==> src/rtl/div_pipe_sv.sv <==
// Pipelined restoring integer divider: per-operation signed/unsigned mode,
// RISC-V divide-by-zero / overflow results, tag sideband, whole-pipeline stall.
module div_pipe_sv #(
    parameter int DATA_W          = 32,
    parameter int OPERS_PER_STAGE = 8,
    parameter int TAG_W           = 4
) (
    input  logic              clk,
    input  logic              rst_n,
    input  logic              in_valid,
    output logic              in_ready,
    input  logic              in_signed,
    input  logic [DATA_W-1:0] dividend,
    input  logic [DATA_W-1:0] divisor,
    input  logic [TAG_W-1:0]  in_tag,
    output logic              out_valid,
    input  logic              out_ready,
    output logic [DATA_W-1:0] quotient,
    output logic [DATA_W-1:0] remainder,
    output logic              div_by_zero,
    output logic              overflow,
    output logic [TAG_W-1:0]  out_tag
);
    localparam int S = DATA_W / OPERS_PER_STAGE;
    localparam logic [DATA_W-1:0] MOST_NEG = {1'b1, {(DATA_W-1){1'b0}}};

    // Stage 0 holds the converted operands; stages 1..S hold the partial
    // remainder (rem) and the dividend bits being shifted into quotient bits (quo).
    logic              vld_q  [0:S];
    logic [TAG_W-1:0]  tag_q  [0:S];
    logic              qneg_q [0:S];
    logic              rneg_q [0:S];
    logic              dbz_q  [0:S];
    logic              ovf_q  [0:S];
    logic [DATA_W-1:0] dvs_q  [0:S];
    logic [DATA_W:0]   rem_q  [0:S];
    logic [DATA_W-1:0] quo_q  [0:S];

    logic [DATA_W:0]   rem_d  [0:S];
    logic [DATA_W-1:0] quo_d  [0:S];
    logic [DATA_W-1:0] dvs_d;
    logic              qneg_d, rneg_d, dbz_d, ovf_d, a_neg, b_neg;
    logic              adv;

    // Handshake: a transfer happens on a rising edge where valid & ready are both
    // high. The whole pipeline advances together whenever the output slot is
    // empty or being taken, so in_ready never depends on in_valid.
    assign adv       = !vld_q[S] || out_ready;
    assign in_ready  = adv;
    assign out_valid = vld_q[S];

    function automatic logic [2*DATA_W:0] div_iter(input logic [DATA_W:0]   rem,
                                                  input logic [DATA_W-1:0] quo,
                                                  input logic [DATA_W-1:0] dvs);
        logic [DATA_W:0]   r;
        logic [DATA_W-1:0] q;
        r = rem;
        q = quo;
        for (int i = 0; i < OPERS_PER_STAGE; i++) begin
            r = {r[DATA_W-1:0], q[DATA_W-1]};
            q = {q[DATA_W-2:0], 1'b0};
            if (r >= {1'b0, dvs}) begin
                r    = r - {1'b0, dvs};
                q[0] = 1'b1;
            end
        end
        return {r, q};
    endfunction

    always_comb begin
        a_neg    = in_signed & dividend[DATA_W-1];
        b_neg    = in_signed & divisor[DATA_W-1];
        qneg_d   = a_neg ^ b_neg;
        rneg_d   = a_neg;
        dbz_d    = (divisor == '0);
        ovf_d    = in_signed && (dividend == MOST_NEG) && (divisor == '1);
        dvs_d    = b_neg ? (DATA_W'(0) - divisor) : divisor;
        rem_d[0] = '0;
        quo_d[0] = a_neg ? (DATA_W'(0) - dividend) : dividend;
        for (int s = 1; s <= S; s++) begin
            {rem_d[s], quo_d[s]} = div_iter(rem_q[s-1], quo_q[s-1], dvs_q[s-1]);
        end
    end

    always_ff @(posedge clk or negedge rst_n) begin
        if (!rst_n) begin
            for (int s = 0; s <= S; s++) begin
                vld_q[s]  <= 1'b0;
                tag_q[s]  <= '0;
                qneg_q[s] <= 1'b0;
                rneg_q[s] <= 1'b0;
                dbz_q[s]  <= 1'b0;
                ovf_q[s]  <= 1'b0;
                dvs_q[s]  <= '0;
                rem_q[s]  <= '0;
                quo_q[s]  <= '0;
            end
        end else if (adv) begin
            vld_q[0] <= in_valid;
            if (in_valid) begin
                tag_q[0]  <= in_tag;
                qneg_q[0] <= qneg_d;
                rneg_q[0] <= rneg_d;
                dbz_q[0]  <= dbz_d;
                ovf_q[0]  <= ovf_d;
                dvs_q[0]  <= dvs_d;
                rem_q[0]  <= rem_d[0];
                quo_q[0]  <= quo_d[0];
            end
            for (int s = 1; s <= S; s++) begin
                vld_q[s]  <= vld_q[s-1];
                tag_q[s]  <= tag_q[s-1];
                qneg_q[s] <= qneg_q[s-1];
                rneg_q[s] <= rneg_q[s-1];
                dbz_q[s]  <= dbz_q[s-1];
                ovf_q[s]  <= ovf_q[s-1];
                dvs_q[s]  <= dvs_q[s-1];
                rem_q[s]  <= rem_d[s];
                quo_q[s]  <= quo_d[s];
            end
        end
    end

    // A zero divisor leaves |dividend| in the remainder, so the normal sign fix
    // restores the original dividend; only the quotient needs forcing.
    assign quotient    = dbz_q[S] ? '1 :
                         (qneg_q[S] ? (DATA_W'(0) - quo_q[S]) : quo_q[S]);
    assign remainder   = rneg_q[S] ? (DATA_W'(0) - rem_q[S][DATA_W-1:0])
                                   : rem_q[S][DATA_W-1:0];
    assign div_by_zero = dbz_q[S];
    assign overflow    = ovf_q[S];
    assign out_tag     = tag_q[S];
endmodule
==> config.mk <==
export PLATFORM = sky130hd
export DESIGN_NAME = div_pipe_sv
export DESIGN_NICKNAME = d
export VERILOG_FILES = /design/src/rtl/div_pipe_sv.sv
export SDC_FILE = /design/constraint.sdc
export NUM_CORES = 2
export LEC_CHECK = 0
export BUFFER_PORTS_ARGS = -buffer_cell sky130_fd_sc_hd__clkbuf_2
export CORE_ASPECT_RATIO = 0.75
export CORE_UTILIZATION = 35
export CTS_CLUSTER_DIAMETER = 30
export CTS_CLUSTER_SIZE = 24
export DETAILED_ROUTE_END_ITERATION = 8
export PLACE_DENSITY = 0.57
export SYNTH_ARGS = -nofsm -noshare
export SYNTH_HDL_FRONTEND = slang
export SYNTH_SLANG_ARGS = --single-unit
==> constraint.sdc <==
create_clock -name clk -period 25.7 [get_ports clk]
set_input_delay 1.285 -clock clk [delete_from_list [all_inputs] [get_ports clk]]
set_output_delay 1.285 -clock clk [all_outputs]
set_load 0.02 [all_outputs]
Word-level counts from Yosys, hierarchy flattened
Cells that the tools add are included.
- muxes and demuxes: 69
- reductions and logical operators: 6
- equal/unequal tests: 2
- order comparisons: 32
- bitwise logic cells: 3
- $add $sub $neg: 36
- operators with widths (operator ; count):
    $mux W32 ; 37
    $ge A33 B32 Y1 ; 31
    $sub A32 B32 Y32 ; 31
    $sub A1 B32 Y32 const A ; 4
    $eq A32 B32 Y1 const B ; 2
    $ge A1 B32 Y1 ; 1
    $logic_not A32 Y1 ; 1
    $mux W1 ; 32
    $sub A1 B32 Y32 ; 1
    $and A1 B1 Y1 ; 2
    $logic_and A1 B1 Y1 ; 2
    $reduce_and A2 Y1 ; 1
    $logic_not A1 Y1 ; 1
    $logic_or A1 B1 Y1 ; 1
    $xor A1 B1 Y1 ; 1
- bits in registers: 461
- word-level logic and storage cells: 191
- output and inout port bits: 72
- input bits: 73

Depth between registers and ports, before layout
- depth after elaboration: 16
- mapped depth: 131

Worst setup path before layout
OpenSTA, ideal clock, no wires.
- kind: flip-flop to flip-flop
- start point: register dvs_q[33] in the netlist's numbering
- end point: register rem_q[29] in the netlist's numbering
- library setup time: 0.126 ns
- setup slack: -0.778 ns
- data arrival time: 26.352 ns
- stages on the path, launching flop included: 123
- data required time: 25.574 ns
- path through: dfrtp_1 inv_1 ha_1 nor2b_1 o31a_1 o211ai_1 a211oi_2 o31ai_4 and2_1 buf_2 clkbuf_1 clkbuf_1 nor2_1 a21oi_1 inv_1 ha_1 nor2b_1 o2111ai_1 [87 not listed] ha_1 nor2b_1 o21ai_0 a21boi_0 o21ai_0 a21boi_0 o21ai_0 a21boi_0 o21ai_0 a211o_1 nand2_1 o21a_1 a2111oi_0 o21bai_1 a21oi_1 o211ai_2 and2_1 a221o_1
- cells in the longest elaborated chain, start to end: 16
- elaborated cells on any way between the ends: 24
- RTL lines (element ; line ; text):
    from (decl) ; 35 ; logic [DATA_W-1:0] dvs_q [0:S];
    from (signal, indexed assignment) ; 117 ; dvs_q[s] <= dvs_q[s-1];
    $sub A32 B32 Y32 / $ge A33 B32 Y1 (equally long branches) ; 63, 62 ;
    $mux W32 ; 62 ; if (r >= {1'b0, dvs}) begin
    $sub A32 B32 Y32 / $ge A33 B32 Y1 (equally long branches) ; 63, 62 ;
    $mux W32 ; 62 ;
    $sub A32 B32 Y32 / $ge A33 B32 Y1 (equally long branches) ; 63, 62 ;
    $mux W32 ; 62 ;
    $sub A32 B32 Y32 / $ge A33 B32 Y1 (equally long branches) ; 63, 62 ;
    $mux W32 ; 62 ;
    $sub A32 B32 Y32 / $ge A33 B32 Y1 (equally long branches) ; 63, 62 ;
    $mux W32 ; 62 ;
    $sub A32 B32 Y32 / $ge A33 B32 Y1 (equally long branches) ; 63, 62 ;
    $mux W32 ; 62 ;
    $sub A32 B32 Y32 / $ge A33 B32 Y1 (equally long branches) ; 63, 62 ;
    $mux W32 ; 62 ;
    $sub A32 B32 Y32 / $ge A33 B32 Y1 (equally long branches) ; 63, 62 ;
    $mux W32 * ; 62 ;
    to (signal, indexed assignment) ; 118 ; rem_q[s] <= rem_d[s];
    to (decl) ; 36 ; logic [DATA_W:0] rem_q [0:S];
Every way passes the cells marked *; elsewhere a longest branch is shown, timed or not.
A chain may end at the register's enable or synchronous reset.

Worst setup path in the final report
- start point: register dvs_q[33] in the netlist's numbering
- end point: register rem_q[28] in the netlist's numbering
The elaborated chain is that of the path after synthesis.

==> impl_metrics.toml <==
[floorplan]
core-area_um2 = 223500
fp.dieArea_um2 = 227600
fp.dieW_um = 550.5
io_pins = 145
start_util_pct = 35.33
rows = 150
fp.dieH_um = 413.4

[synthesis]
yosys-top-cells-area = "ha_1, dfrtp_1, mux2_2"
yosysTopAreaCell = "ha_1"
syn-cell-area_um2 = 78970
ys_seq_area_share_pct = 14.61
yosysUniqueCellTypes = 109
syn_avg_cell_area_um2 = 7.588
synth_flop_cell = "dfrtp_1"
yosys.area.top_type_share_pct = 15.83
synth-edff-count = 0
ys_seq_elements = 461
postSynth.asyncResetShare_pct = 100.0
syn-instance-count = 10410
yosys_warnings = 0
syn-num-nets = 11510

[clocking]
cts_hold_buf = 0
cts_tree = "yes"
h-tree-depth = 3
cts_max_path_buffers = 3
clk_latency_ps = 740
cts.clk_slew.worst_paths_ps = 50
numCtsBuffers = 113
root_buffer = "clkbuf_16"
clock_sinks = 461

[timing]
tightest_slew_ps = 1193
min_period_ps = 24910
fin_crit_sh_pct = 96.93
setup_violations = 0
finalHoldViolations = 0
fmax_ghz = 0.04014
clock_skew_ps = 60.32
finalMaxSlewViolations = 0
relSlewSlack_pct = 19.78

[min_path]
hold_start = "vld_q[1]"
min_path_type = "flop to flop"
hold_depth = 2
hold_path_end = "vld_q[1]"

[route]
num_vias = 88850
routed_wl_um = 334400
drc = 0
first_pass_iters = 6
wire_per_inst_um = 20.96
antenna_left = 0
vias_per_cell = 5.568
first_iter_violations = 8162

[critical_path]
crit_buf_inv = 18
ff2ff_path_depth = 113
cp_common_cell = "buf_4"
crit-reg2reg-launch = "dvs_q[33]"
cpPeakStageDelay_ps = 500
start_kind = "flop"
crit_type = "flop to flop"
crit_family = "compound AO/OA/AOI/OAI gates"
required_ps = 26300
endpoint_kind = "flop"
worstPathArrival_ps = 25510
rrSetupSlack_ps = 790
regToRegEndpoint = "rem_q[28]"
slowest_stage = "a2111o_1"
path_max_fanout = 11

[placed_design]
dpl_cell_area_um2 = 101100
place_congestion = 0.9986
hpwl_um = 276900
io_buffers = 144

[global_route]
grt_pass1_wl_um = 498500
grt_pass1_vias = 81910
grt.total_usage_pct = 28.10
grt_antenna_before_repair = 28
gr-total-overflow = 0
grt_max_degree = 210

[finish]
fin_nets = 13990
final_area_um2 = 107100
areaGrowthSynthToFinish_pct = 35.62
drive_gt1_share_pct = 28.60
fillCellCount = 21920

[run_status]
status = "completed"

[run]
maxCapViolCount = 0
-- routing by layer --
layer  up-vias  share of wire, %  global-route usage [%]  routed length (um)
li1      43160                 -                       -                   -
met1     42380                51                   44.22              170800
met2      3006                39                   38.61              129400
met3       298               8.6                   5.614               28720
met4         4               1.6                   4.794                5405
met5         -             0.029                  0.2732                  96
-- layout make-up --
type	instances	area, um2	area share (%)
Multi-Input combinational cell	9127	65640	61.29
Timing Repair Buffer	2668	20070	18.74
Sequential cell	461	11540	10.77
Tap cell	2964	3709	3.463
Clock buffer	139	3095	2.890
Inverter	515	1963	1.833
Clock inverter	73	1064	0.9930
Antenna cell	9	22.52	0.02103
-- cells in the final DEF (no fill, tap or decap), types with 61 or more instances in the layout --
cell type  synthesis  routed
ha_1             999     982
nor2b_1          142     136
o211ai_1          63      63
mux2_2           487     488
and3_1            99      94
nand3_1          232     223
clkbuf_16          0     115
o21bai_1         132     132
clkbuf_2           1     143
nand4_1          150     150
o21a_1           151     149
dfrtp_1          461     460
and2_1            76      72
a21oi_1          965     925
xor2_1           313     313
a31oi_1          110      95
o21ai_0          769     705
xnor2_1          580     578
nand2b_1         123     122
or3_1             65      61
inv_1            514     508
a211oi_1          90      82
nor2_1           755     744
buf_4             14    2484
nor3_1           199     187
nand2_1         1220    1214
mux2i_1          136     129
a21o_1           426     424
-- worst max path at each step --
| stage | slack (ps) | depth (start not counted) | start | end |
|---|---|---|---|---|
| after floorplan | 40 | 122 | dvs_q[33] | rem_q[28] |
| after global placement | -1720 | 113 | dvs_q[46] | rem_q[30] |
| after detailed placement | -1770 | 113 | dvs_q[48] | rem_q[30] |
| after CTS | 9 | 122 | quo_q[127] | rem_q[94] |
| after global routing | -110 | 119 | dvs_q[66] | rem_q[47] |
| final | 790 | 113 | dvs_q[33] | rem_q[28] |
-- worst register-to-register path: cells and delay by family, from the launching register on --
kind,cells,cell delay [ps]
AO/OA/AOI/OAI,64,13910
XOR/XNOR,1,170
adder cells (fa/ha/maj),8,2500
buffers and inverters,18,2970
flip-flops,1,370
multiplexers,7,2000
AND/OR/NAND/NOR,15,2880
-- logic make-up (layout without fill, tap and decap cells) --
kind of cell | count (synthesis) | after routing | synth area share [%]
DFF | 461 | 461 | 14.61
and+or+nand+nor | 3306 | 3306 | 19.61
other | 0 | 9 | 0
AOI/OAI and AO/OA | 3264 | 3264 | 26.37
xor gates and xnor gates | 893 | 893 | 9.904
adders and majority gates | 1030 | 1030 | 16.61
buffers and inverters | 822 | 3395 | 4.070
muxes | 632 | 634 | 8.826
-- through the flow --
stage / TNS (ps) / setup slack (ps) / std cells / hold slack [ps] / utilization [%]
after floorplan: 0 / 44.46 / 10410 / 430.0 / -
after global placement: -64480 / -1724 / 15680 / 449.2 / 45.21
after detailed placement: -73210 / -1767 / 15680 / 450.7 / 45.21
after CTS: 0 / 8.814 / 15910 / 462.5 / 47.23
after global routing: -3135 / -108.7 / 15950 / 480.7 / 47.91
final: 0 / 788.3 / 15960 / 459.5 / 47.91
-- sequential cells by signal, indices dropped and copies added (netlist names), 5 cells and up --
signal  cells
dvs_q     128
rem_q     128
quo_d      96
quo_q      64
tag_q      16
qneg_q      5
rneg_q      5
-- Yosys cell counts (66+ instances only) --
| cell | number |
|---|---|
| a211oi_1 | 90 |
| a21o_1 | 426 |
| a21oi_1 | 965 |
| a31oi_1 | 110 |
| and2_1 | 76 |
| and3_1 | 99 |
| clkbuf_1 | 216 |
| dfrtp_1 | 461 |
| ha_1 | 999 |
| inv_1 | 514 |
| mux2_2 | 487 |
| mux2i_1 | 136 |
| nand2_1 | 1220 |
| nand2b_1 | 123 |
| nand3_1 | 232 |
| nand4_1 | 150 |
| nor2_1 | 755 |
| nor2b_1 | 142 |
| nor3_1 | 199 |
| nor4_1 | 66 |
| o21a_1 | 151 |
| o21ai_0 | 769 |
| o21bai_1 | 132 |
| xnor2_1 | 580 |
| xor2_1 | 313 |
-- repair_timing --
item,in CTS,in global routing
pin swaps,8,80
setup endpoints to repair,99,132
setup buffers,12,38
resized for setup,57,302
cloned,1,3
Power is left out: the tool's default activity adds up to more than one toggle a clock period on the data nets, which glitch-free logic cannot reach.
